===== config.mk =====
export PLATFORM = sky130hd
export DESIGN_NAME = warp_fetcher
export DESIGN_NICKNAME = d
export VERILOG_FILES = /design/src/rtl/warp_fetcher.sv
export SDC_FILE = /design/constraint.sdc
export NUM_CORES = 1
export LEC_CHECK = 0
export ABC_AREA = 1
export ABC_CLOCK_PERIOD_IN_PS = 3800
export BUFFER_PORTS_ARGS = -buffer_cell sky130_fd_sc_hd__buf_2
export CORE_MARGIN = 1
export CORE_UTILIZATION = 59
export DETAILED_ROUTE_END_ITERATION = 16
export PLACE_DENSITY = 0.87
export SYNTH_ARGS = -nofsm -noshare
export SYNTH_HDL_FRONTEND = slang
export SYNTH_SLANG_ARGS = --single-unit
export TNS_END_PERCENT = 1

===== constraint.sdc =====
create_clock -name clk -period 3.8 [get_ports clk]
set_clock_uncertainty 0.15 [all_clocks]
set_input_delay 1.14 -clock clk [delete_from_list [all_inputs] [get_ports clk]]
set_output_delay 1.14 -clock clk [all_outputs]
set_load 0.01 [all_outputs]

===== src/rtl/warp_fetcher.sv =====
// Per-warp instruction fetch stage: reads one instruction per WARP_FETCH over a
// valid/ready program-memory port, with a single-entry last-fetch buffer.
package warp_fetcher_pkg;
  typedef enum logic [2:0] {
    WARP_IDLE,
    WARP_FETCH,
    WARP_DECODE,
    WARP_REQUEST,
    WARP_WAIT,
    WARP_EXECUTE,
    WARP_UPDATE,
    WARP_DONE
  } warp_state_t;

  typedef enum logic [1:0] {
    FETCHER_IDLE,
    FETCHER_FETCHING,
    FETCHER_DONE
  } fetcher_state_t;
endpackage

module warp_fetcher
  import warp_fetcher_pkg::*;
#(
  parameter int PROGRAM_MEM_ADDR_BITS = 8,
  parameter int PC_WIDTH              = 32,
  parameter int INSTRUCTION_WIDTH     = 32
) (
  input  logic                             clk,
  input  logic                             reset,
  input  warp_state_t                      warp_state,
  input  logic [PC_WIDTH-1:0]              pc,
  input  logic                             invalidate,
  output logic                             mem_read_valid,
  output logic [PROGRAM_MEM_ADDR_BITS-1:0] mem_read_address,
  input  logic                             mem_read_ready,
  input  logic [INSTRUCTION_WIDTH-1:0]     mem_read_data,
  output fetcher_state_t                   fetcher_state,
  output logic [INSTRUCTION_WIDTH-1:0]     instruction,
  output logic                             fetch_error
);

  fetcher_state_t                   state_n;
  logic                             valid_n;
  logic [PROGRAM_MEM_ADDR_BITS-1:0] addr_n;
  logic [INSTRUCTION_WIDTH-1:0]     instr_n;
  logic                             err_n;
  logic [PC_WIDTH-1:0]              req_pc, req_pc_n;
  logic                             buf_valid, buf_valid_n;
  logic [PC_WIDTH-1:0]              buf_pc, buf_pc_n;
  logic [INSTRUCTION_WIDTH-1:0]     buf_data, buf_data_n;

  always_ff @(posedge clk) begin
    if (reset) begin
      fetcher_state    <= FETCHER_IDLE;
      mem_read_valid   <= 1'b0;
      mem_read_address <= '0;
      instruction      <= '0;
      fetch_error      <= 1'b0;
      req_pc           <= '0;
      buf_valid        <= 1'b0;
      buf_pc           <= '0;
      buf_data         <= '0;
    end else begin
      fetcher_state    <= state_n;
      mem_read_valid   <= valid_n;
      mem_read_address <= addr_n;
      instruction      <= instr_n;
      fetch_error      <= err_n;
      req_pc           <= req_pc_n;
      buf_valid        <= buf_valid_n;
      buf_pc           <= buf_pc_n;
      buf_data         <= buf_data_n;
    end
  end

  // Every output is registered, so this block computes next values only.
  always_comb begin
    state_n     = fetcher_state;
    valid_n     = mem_read_valid;
    addr_n      = mem_read_address;
    instr_n     = instruction;
    err_n       = 1'b0;
    req_pc_n    = req_pc;
    buf_valid_n = buf_valid;
    buf_pc_n    = buf_pc;
    buf_data_n  = buf_data;

    unique case (fetcher_state)
      FETCHER_IDLE: begin
        if (warp_state == WARP_FETCH) begin
          if (pc[1:0] != 2'b00) begin
            err_n   = 1'b1;
            instr_n = '0;
            state_n = FETCHER_DONE;
          end else if (buf_valid && !invalidate && buf_pc == pc) begin
            instr_n = buf_data;
            state_n = FETCHER_DONE;
          end else begin
            valid_n  = 1'b1;
            addr_n   = pc[PROGRAM_MEM_ADDR_BITS+1:2];
            req_pc_n = pc;
            state_n  = FETCHER_FETCHING;
          end
        end
      end
      FETCHER_FETCHING: begin
        if (mem_read_ready) begin
          instr_n     = mem_read_data;
          buf_data_n  = mem_read_data;
          buf_pc_n    = req_pc;
          buf_valid_n = 1'b1;
          valid_n     = 1'b0;
          state_n     = FETCHER_DONE;
        end
      end
      FETCHER_DONE: begin
        if (warp_state == WARP_DECODE) state_n = FETCHER_IDLE;
      end
      default: state_n = FETCHER_IDLE;
    endcase

    // A program reload beats a buffer fill landing in the same cycle.
    if (invalidate) buf_valid_n = 1'b0;
  end

endmodule

* After elaboration in Yosys (flattened, before gate mapping)
Cells that the tools add are included.
** Operators by class
- Add/subtract/negate cells :: 0
- Multipliers :: 0
- Div/mod/pow operators :: 0
- Order comparisons :: 0
- Equality and inequality tests :: 11
- Shift operators :: 0
- Mux-type cells :: 17
- Bitwise logic cells :: 4
- Reductions and logical operators :: 13
** Operators by type and width (count)
- $mux W32 :: 4
- $pmux W32 S2 :: 1
- $eq A32 B32 Y1 :: 1
- $mux W2 :: 5
- $ne A2 B2 Y1 const B :: 5
- $reduce_and A4 Y1 :: 2
- $pmux W2 S3 :: 1
- $mux W1 :: 5
- $reduce_and A5 Y1 :: 1
- $not A1 Y1 :: 4
- $reduce_bool A2 Y1 :: 2
- $eq A3 B1 Y1 const B :: 1
- $eq A3 B2 Y1 const B :: 1
- $ne A3 B3 Y1 const B :: 1
- $reduce_and A3 Y1 :: 1
- $reduce_or A3 Y1 :: 1
- $eq A2 B1 Y1 const B :: 1
- $eq A2 B2 Y1 const B :: 1
- $logic_and A1 B1 Y1 :: 2
- $logic_not A2 Y1 :: 1
- $pmux W1 S2 :: 1
- $reduce_and A2 Y1 :: 1
- $reduce_or A2 Y1 :: 1
- $logic_not A1 Y1 :: 1
** Storage, ports and cells
- Register bits :: 141
- Latch bits :: 0
- Bits in writable memories :: 0
- Memory bits (read-only) :: 0
- Bits of input ports :: 71
- Memories :: 0

* Logic depth before layout (Yosys ltp)
Gate-level depths: netlist of the first run.
- Depth after elaboration :: 7
- Gate-level depth with buffers :: 15

* Least setup slack after synthesis of the first run
No wires, ideal clock.
- Path type :: input port to flip-flop
- Start :: input pc[10]
- End :: register instruction[15]
- Arrival time :: 2190 ps
- Path slack :: 1348 ps
- Stages :: 10
- Buffers on the path :: 1
- Path through :: or2_0 a21oi_1 nand2_1 nor2_1 nand3_1 nand3_2 buf_2 nand3_1 nand2_1 nor2_2
** On the way
- Cells in the longest elaborated chain, start to end :: 4
** RTL lines
- from (decl) :: RTL line 32 : input logic [PC_WIDTH-1:0] pc,
- $eq A32 B32 Y1 :: RTL line 96 : end else if (buf_valid && !invalidate && buf_pc == pc) begin
- $logic_and A1 B1 Y1 :: RTL line 96
- $ne A3 B3 Y1 (no source line)
- $reduce_and A4 Y1 (no source line)
- to (signal assigned) :: RTL line 68 : instruction <= instr_n;
- to (decl) :: RTL line 39 : output logic [INSTRUCTION_WIDTH-1:0] instruction,
Every way passes these cells.
A chain may end at the register's enable or synchronous reset.

* Worst setup path after layout of the first run
- Start :: input pc[29]
- End :: register instruction[0]
The elaborated chain is that of the path after synthesis.

==> results of run 1 <==
[metrics by stage]
| step | power [W] | worst slack [ps] | cells |
|---|---|---|---|
| 6_report | 0.00333 | 1100 | 1059 |
| 5_1_grt | 0.00345 | 918 | 1059 |
| 4_1_cts | 0.00335 | 1100 | 1059 |
| 3_5_place_dp | 0.00173 | 595 | 1027 |
| 3_3_place_gp | 0.00173 | 676 | 1027 |
| 2_1_floorplan | 0.00163 | 1350 | 834 |
[metal layers]
metal	wire [µm]	track usage [%]	share of wire, %
met5	0	0	0
met4	319	12.2	2.4
met3	905	6.14	6.7
met2	6680	44.3	49
met1	5610	33.0	42
[flip-flops by register name, indices dropped and copies added (netlist names)]
| name | count |
|---|---|
| fetcher_state | 2 |
| mem_read_valid | 1 |
| buf_pc | 32 |
| buf_data | 32 |
| req_pc | 25 |
| instruction | 32 |
| buf_valid | 1 |
| fetch_error | 1 |
| mem_read_address | 7 |
[layout make-up]
cell class                 count  area, µm²  share of cell area, %
timing repair buffer         122        643                   9.25
sequential                   133       2660                   38.3
clock buffer                  18        418                   6.01
clock inverter                14        175                   2.52
multi-input combinational    549       2550                   36.6
tap                          133        166                   2.39
inverter                      90        342                   4.91
[cells in the final DEF, fill, tap and decap left out, types with 3 or more instances in the layout]
cell type / instances
a21oi_1: 66
buf_2: 114
buf_4: 7
bufinv_16: 3
clkbuf_16: 16
clkinv_2: 3
clkinvlp_4: 3
dfxtp_1: 133
inv_1: 85
inv_2: 3
inv_6: 4
nand2_1: 116
nand3_1: 49
nor2_1: 112
nor2_2: 30
nor3_1: 3
o21ai_0: 136
o21ai_1: 22
xnor2_1: 4
[Yosys cell counts (all sizes together)]
cell type,count
nor2,143
dfxtp,133
clkbuf,37
a21oi,66
a211oi,1
nand3b,1
clkinv,1
nand2,119
nand3,50
nor3,3
inv,89
xnor2,4
o21ai,158
o21a,1
or2,2
buf,25
xor2,1
[report_power, final]
part | leakage [nW] | internal (W) | total, W | switching [W]
sequential | 1.08 | 0.00143 | 0.00144 | 0.0000158
combinational | 1.73 | 0.0000978 | 0.000261 | 0.000163
clock | 0.283 | 0.00101 | 0.00162 | 0.000615
[final timing paths]
path	from	endpoint	slack (ps)	cells past startpoint
worst min-delay path	buf_data[15]	buf_data[15]	300	2
worst max register to register	fetcher_state[0]	instruction[0]	1370	10
worst max-delay path	pc[29]	instruction[0]	1100	15
worst min register to register	buf_data[15]	buf_data[15]	300	2
[kinds of logic (layout without fill, tap and decap cells)]
logic type / count (synthesis) / in the layout / share of synthesized area [%]
simple gates: 318 / 318 / 23.2
compound gates: 226 / 226 / 19.3
xor+xnor: 5 / 5 / 0.746
flops: 133 / 133 / 45.3
buf+inv: 152 / 244 / 11.4
[worst register-to-register path: cells and delay by family (launching register included)]
family,cells,cell delay (ps)
buffers and inverters,4,910
and+or+nand+nor,6,910
DFF,1,340
==> results.yml, run 1 <==
layout:
  utilization_pct: 71.5
  diodes: 0
  area_growth_pct: 18.4
  fin_area_mm2: 0.00696
  drive_above_1_share_pct: 20.8
  fill_cells: 825
  final_nets: 984
grt:
  antenna_found_initial: 0
  grt_max_degree: 85
  grt_pass1_wl_mm: 21.6
  grt_remaining_overflow: 0
  grt_pass1_vias: 4744
  grt_usage_pct: 26.7
pwr:
  power_density_mw_per_mm2: 478
  p_leak_nw: 3.09
  irDropWorstVdd_mv: 0.361
timing:
  layout_worst_path_cycle_share_pct: 71.1
  grt_setup_unrepaired: "false"
  timing.hold.ws_ps: 298
  fin_crit_ps: 2700
  relSlewSlack_pct: 42.2
  hold_violations: 0
  final_max_slew_viol_count: 0
  setup_violations: 0
  tightestPinTransition_ps: 866
  fin_tns_setup_ps: 0
  clock.fmax_ghz: 0.370
placement:
  placed_cell_area_mm2: 0.00636
  dp_hpwl_mm: 8.26
  port_buffers: 114
  place_congestion: 0.805
yosys:
  syn_avg_cell_area_um2: 7.04
  synthCells: 834
  syn-num-nets: 905
  ys_seq_area_share_pct: 45.3
  synth_top_cells_by_area: "dfxtp_1, o21ai_0, nand2_1"
  yosysWarningCount: 0
  synth.distinct_cells: 28
  netlist.area_leader.share_pct: 45.3
  ys_ff_latch: 133
  yosys.area.top_type: "dfxtp_1"
  syn_area_mm2: 0.00587
routing:
  drc: 0
  vias: 5550
  viasPerCell: 5.24
  firstDrtPassIters: 5
  wire_per_inst_um: 12.8
  drtIter0Drc: 307
  postRouteAntennaNets: 0
  wl_mm: 13.5
clock_network:
  clock_path_buffers: 2
  post_cts_resized: 0
  htree_levels: 4
  cts.reportedPaths.clkPinSlew_ps: 60
  cts_buffers: 17
  cts_sinks: 133
  postCtsHoldBufs: 0
  cts_tree: "done"
  post_cts_buffers: 0
  clkLatencyLatePin_ps: 510
  root_buffer: "clkbuf_8"
worst_setup_path:
  cp.required_ps: 4040
  slowest_stage: "clkinv_2"
  cp_slowest_stage_delay_ps: 420
  path_buf_inv: 4
  path_cells: "buf_2, inv_1, nand2_1, nand2_1, inv_1, nand2_1, nor2_1, nand2_1, nor2_1, nand3_1, nand3_2, nand2_2, clkinv_2, nor2_1, nor2_1"
  crit_path_end_kind: "register"
  cp-start-kind: "primary input"
  critPathKind: "primary input to register"
  critPathMaxFanout: 32
  cp_top_family: "simple AND/OR/NAND/NOR gates"
  crit_arrival_ps: 2950
run_status:
  status: "finished clean"
floorplan:
  start_util_pct: 60.4
  rows: 36
  die_w_um: 102
  coreArea_mm2: 0.00973
  ios: 115
  die_h_um: 102
  fp.dieArea_mm2: 0.0104
min_path:
  hp-class: "register to register"
job:
  max_cap_viol_count: 0
No activity file was read; power rests on OpenSTA's default activity.
==> run 2: changes to the inputs <==
--- a/config.mk
+++ b/config.mk
@@ -6,12 +6,12 @@
 export NUM_CORES = 1
 export LEC_CHECK = 0
 export ABC_AREA = 1
-export ABC_CLOCK_PERIOD_IN_PS = 3800
+export ABC_CLOCK_PERIOD_IN_PS = 2700
 export BUFFER_PORTS_ARGS = -buffer_cell sky130_fd_sc_hd__buf_2
 export CORE_MARGIN = 1
-export CORE_UTILIZATION = 59
+export CORE_UTILIZATION = 55
 export DETAILED_ROUTE_END_ITERATION = 16
-export PLACE_DENSITY = 0.87
+export PLACE_DENSITY = 0.82
 export SYNTH_ARGS = -nofsm -noshare
 export SYNTH_HDL_FRONTEND = slang
 export SYNTH_SLANG_ARGS = --single-unit
==> constraint.sdc (replaced) <==
create_clock -name clk -period 2.7 [get_ports clk]
set_clock_uncertainty 0.15 [all_clocks]
set_input_delay 0.81 -clock clk [delete_from_list [all_inputs] [get_ports clk]]
set_output_delay 0.81 -clock clk [all_outputs]
set_load 0.01 [all_outputs]
==> results.yml, run 2 (synthesized netlist as in run 1, its figures left out) <==
run_status:
  status: "finished clean"
layout:
  final_common_cell: "o21ai_0"
  fin_cells: 1069
  largestRegisters: "buf_data: 32 flops, buf_pc: 32 flops, instruction: 32 flops"
  area_growth_pct: 20.9
  most-common-layout-cells: "o21ai_0, dfxtp_1, nand2_1"
  final_nets: 992
  drive_above_1_share_pct: 21.5
  diodes: 0
  fin_area_mm2: 0.00710
  fill_cells: 880
grt:
  grt_pass1_wl_mm: 22.5
  antenna_found_initial: 1
  grt_pass1_vias: 4863
  grt_remaining_overflow: 0
  grt_usage_pct: 25.3
  grt_max_degree: 119
routing:
  drc: 0
  postRouteAntennaNets: 0
  drtIter0Drc: 360
  viasPerCell: 5.07
  firstDrtPassIters: 5
  vias: 5421
  wire_per_inst_um: 12.7
  wl_mm: 13.6
pwr:
  power_frac_comb_pct: 7.6
  swShare_pct: 22.6
  power_switching_w: 0.00112
  irDropWorstVdd_mv: 0.525
  total_power_w: 0.00494
  intPower_w: 0.00382
  p_leak_nw: 3.16
  power_density_mw_per_mm2: 695
  p_seq_share_pct: 41.1
  clkPwrFrac_pct: 51.2
clock_network:
  root_buffer: "clkbuf_8"
  clkLatencyLatePin_ps: 510
  cts_buffers: 17
  cts_sinks: 133
  post_cts_buffers: 0
  cts_tree: "done"
  htree_levels: 4
  post_cts_resized: 0
  postCtsHoldBufs: 0
  cts.reportedPaths.clkPinSlew_ps: 60
  clock_path_buffers: 2
floorplan:
  die_h_um: 105
  coreArea_mm2: 0.0103
  ios: 115
  fp.dieArea_mm2: 0.0111
  rows: 37
  die_w_um: 105
  start_util_pct: 56.9
min_path:
  hold_start: "buf_data[1]"
  hp-class: "register to register"
placement:
  placed_cell_area_mm2: 0.00645
  dp_hpwl_mm: 8.42
  dpl.cell_count: 1038
  place_congestion: 0.777
  port_buffers: 114
  place_ws_ps: 1.02
worst_setup_path:
  cp-start-kind: "primary input"
  crit_path_end_kind: "register"
  worst_r2r_endpoint: "req_pc[24]"
  worst-r2r-setup-slack_ps: 480
  cp.required_ps: 2950
  critPathKind: "primary input to register"
  critPathMaxFanout: 33
  startpoint: "pc[5]"
  crit_end: "req_pc[24]"
  reg2reg_depth: 11
  r2r-start: "buf_pc[5]"
  crit_arrival_ps: 2520
timing:
  final_max_slew_viol_count: 0
  hold_violations: 0
  relSlewSlack_pct: 59.0
  tightestPinTransition_ps: 612
  grt_setup_unrepaired: "false"
  clock.fmax_ghz: 0.440
  fin_tns_setup_ps: 0
  layout_worst_path_cycle_share_pct: 84.2
  setup_violations: 0
  fin_ws_ps: 425
  fin_crit_ps: 2270
job:
  max_cap_viol_count: 0
[run 2: changes by cell type in the layout (fill, tap and decap cells not counted), sizes merged]
cell,change
clkinvlp,-1
clkinv,-2
bufinv,+2
buf,+8
inv,-2
clkbuf,+2
[run 2: layout make-up]
type	count	area (µm²)	area share, %
repair buffers	130	728	10.3
multi-input cells	549	2550	35.9
inverters	90	342	4.81
clock inverters	11	196	2.77
well taps	136	170	2.40
flip-flops and latches	133	2660	37.5
clock buffers	20	455	6.41
[run 2: power groups by stage]
stage	Clock, W	Sequential [W]	Combinational [W]
floorplan	0	0.00209	0.000215
global placement	0	0.00207	0.000368
detailed placement	0	0.00207	0.000372
CTS	0.00255	0.00203	0.000377
global route	0.00262	0.00204	0.000422
finish	0.00253	0.00203	0.000377
[run 2: worst min path at each step]
| stage | depth (start not counted) | endpoint |
|---|---|---|
| after floorplan | 2 | buf_data[10] |
| after global placement | 2 | buf_data[11] |
| after detailed placement | 2 | buf_data[6] |
| after CTS | 2 | buf_data[26] |
| after global routing | 2 | buf_data[13] |
| final | 2 | buf_data[1] |
[run 2: per-layer routing]
layer / track usage, % / wire length [µm] / vias to the layer above
met2: 42.4 / 6450 / 169
met5: 0 / 0 / -
met1: 32.0 / 6110 / 2408
li1: - / - / 2828
met3: 6.12 / 900 / 16
met4: 8.25 / 160 / 0
[run 2: worst max-delay path, stage by stage]
cell and delay [ps]:
buf_2 110, o21ai_0 210, nor2_1 80, nand3_1 100
nor2_1 60, nand3_1 90, nand2_2 80, nor2_4 430
inv_4 260, nor2_1 200, nor2_1 80
[run 2: per-stage QoR]
| stage | hold slack, ps | util, % |
|---|---|---|
| 6_report | 295 | 68.8 |
| 5_1_grt | 312 | 68.8 |
| 2_1_floorplan | 275 | - |
| 4_1_cts | 298 | 68.8 |
| 3_3_place_gp | 284 | 62.5 |
| 3_5_place_dp | 288 | 62.5 |
==> run 3: changes to the inputs <==
--- a/config.mk
+++ b/config.mk
@@ -6,7 +6,7 @@
 export NUM_CORES = 1
 export LEC_CHECK = 0
 export ABC_AREA = 1
-export ABC_CLOCK_PERIOD_IN_PS = 2700
+export ABC_CLOCK_PERIOD_IN_PS = 2300
 export BUFFER_PORTS_ARGS = -buffer_cell sky130_fd_sc_hd__buf_2
 export CORE_MARGIN = 1
 export CORE_UTILIZATION = 55
==> constraint.sdc (replaced) <==
create_clock -name clk -period 2.3 [get_ports clk]
set_clock_uncertainty 0.15 [all_clocks]
set_input_delay 0.69 -clock clk [delete_from_list [all_inputs] [get_ports clk]]
set_output_delay 0.69 -clock clk [all_outputs]
set_load 0.01 [all_outputs]
==> results.yml, run 3 (synthesized netlist as in run 1, its figures left out) <==
placement:
  place_congestion: 0.789
  port_buffers: 114
  dpl.cell_count: 1050
  dp_hpwl_mm: 8.85
  place_ws_ps: -171
min_path:
  whs_endpoint: "buf_valid"
  hp-class: "primary input to register"
  hold_start: "invalidate"
  min_path_cells: 2
clock_network:
  cts.reportedPaths.clkPinSlew_ps: 60
  postCtsHoldBufs: 0
  clkLatencyLatePin_ps: 520
  htree_levels: 4
  post_cts_resized: 0
  post_cts_buffers: 0
  root_buffer: "clkbuf_8"
  clock_path_buffers: 2
  cts_sinks: 133
  cts_buffers: 17
  cts_tree: "done"
worst_setup_path:
  cp-start-kind: "register"
  worst-r2r-setup-slack_ps: 280
  crit_arrival_ps: 2320
  worst_r2r_endpoint: "instruction[30]"
  cp.required_ps: 2600
  crit_path_end_kind: "register"
  critPathKind: "register to register"
  reg2reg_depth: 16
  critPathMaxFanout: 10
  r2r-start: "buf_pc[21]"
routing:
  postRouteAntennaNets: 0
  wire_per_inst_um: 12.8
  wl_mm: 13.9
  drtIter0Drc: 269
  vias: 5547
  viasPerCell: 5.12
  drc: 0
  firstDrtPassIters: 5
layout:
  most-common-layout-cells: "o21ai_0, dfxtp_1, nand2_1"
  final_nets: 1004
  final_common_cell: "o21ai_0"
  largestRegisters: "buf_data: 32 flops, buf_pc: 32 flops, instruction: 32 flops"
  drive_above_1_share_pct: 22.2
  fin_cells: 1083
  area_growth_pct: 22.2
grt:
  grt_usage_pct: 26.0
  grt_remaining_overflow: 0
  grt_pass1_wl_mm: 23.0
  grt_max_degree: 79
  antenna_found_initial: 2
  grt_pass1_vias: 5004
floorplan:
  ios: 115
  start_util_pct: 56.9
  coreArea_mm2: 0.0103
  fp.dieArea_mm2: 0.0111
  die_h_um: 105
  die_w_um: 105
  rows: 37
pwr:
  p_leak_nw: 3.21
  power_density_mw_per_mm2: 762
  irDropWorstVdd_mv: 0.492
timing:
  clock.fmax_ghz: 0.496
  tightestPinTransition_ps: 434
  hold_violations: 0
  grt_setup_unrepaired: "false"
  relSlewSlack_pct: 71.0
  final_max_slew_viol_count: 0
  layout_worst_path_cycle_share_pct: 87.7
  fin_crit_ps: 2020
  fin_ws_ps: 283
  setup_violations: 0
job:
  max_cap_viol_count: 0
run_status:
  status: "finished clean"
-- run 3: cell types whose count changed in the layout (fill, tap and decap cells not counted), moves of 2 or more --
cell,change
buf_12,+5
clkinv_2,+4
clkbuf_8,-2
clkbuf_1,+4
bufinv_16,-2
buf_4,+7
inv_6,-2
-- run 3: area by class of cell --
class | count | area, µm²
tap | 136 | 170
fill | 881 | 3140
timing repair buffer | 142 | 881
clock inverter | 10 | 130
inverter | 90 | 342
clock buffer | 22 | 443
sequential | 133 | 2660
multi-input combinational | 549 | 2550
antenna | 1 | 2.50
-- run 3: how the worst max path moves through the flow --
stage / from / to
finish: buf_pc[21] / instruction[30]
global route: buf_pc[20] / req_pc[31]
CTS: buf_pc[20] / req_pc[14]
detailed placement: pc[31] / instruction[30]
global placement: pc[31] / instruction[19]
floorplan: pc[10] / instruction[15]
-- run 3: per-layer routing --
layer | wire length (µm) | GRT usage (%) | vias up
met5 | 12 | 0 | -
met4 | 199 | 8.75 | 2
met3 | 792 | 7.48 | 20
met2 | 6600 | 42.7 | 162
met1 | 6250 | 32.6 | 2508
li1 | - | - | 2855
-- run 3: per-stage QoR --
| step | util [%] | setup TNS [ps] | hold slack (ps) | cell area (µm²) | power [W] |
|---|---|---|---|---|---|
| finish | 69.5 | 0 | 203 | 7180 | 0.00547 |
| floorplan | - | 0 | 275 | 5870 | 0.00270 |
| detailed placement | 64.0 | -7860 | 286 | 6600 | 0.00290 |
| CTS | 69.5 | 0 | 184 | 7180 | 0.00550 |
| global route | 69.5 | 0 | 191 | 7180 | 0.00566 |
| global placement | 64.0 | -5900 | 284 | 6600 | 0.00289 |
-- run 3: where the power goes --
part / leakage (nW) / total [W] / internal (W) / switching [W]
Combinational: 1.86 / 0.000466 / 0.000188 / 0.000278
Clock: 0.279 / 0.00262 / 0.00167 / 0.000949
Sequential: 1.08 / 0.00239 / 0.00236 / 0.0000267
-- run 3: critical path: stages (launching register included) --
cell,delay [ps]
dfxtp_1,320
inv_2,40
nand2_1,70
nand2_1,50
inv_1,40
nand2_1,40
nor2_1,110
nand2_1,60
nor2_1,140
nand3_1,140
buf_4,160
nand3_2,130
nand2_2,80
clkinv_2,70
buf_4,180
nor2_1,60
nor2_1,90
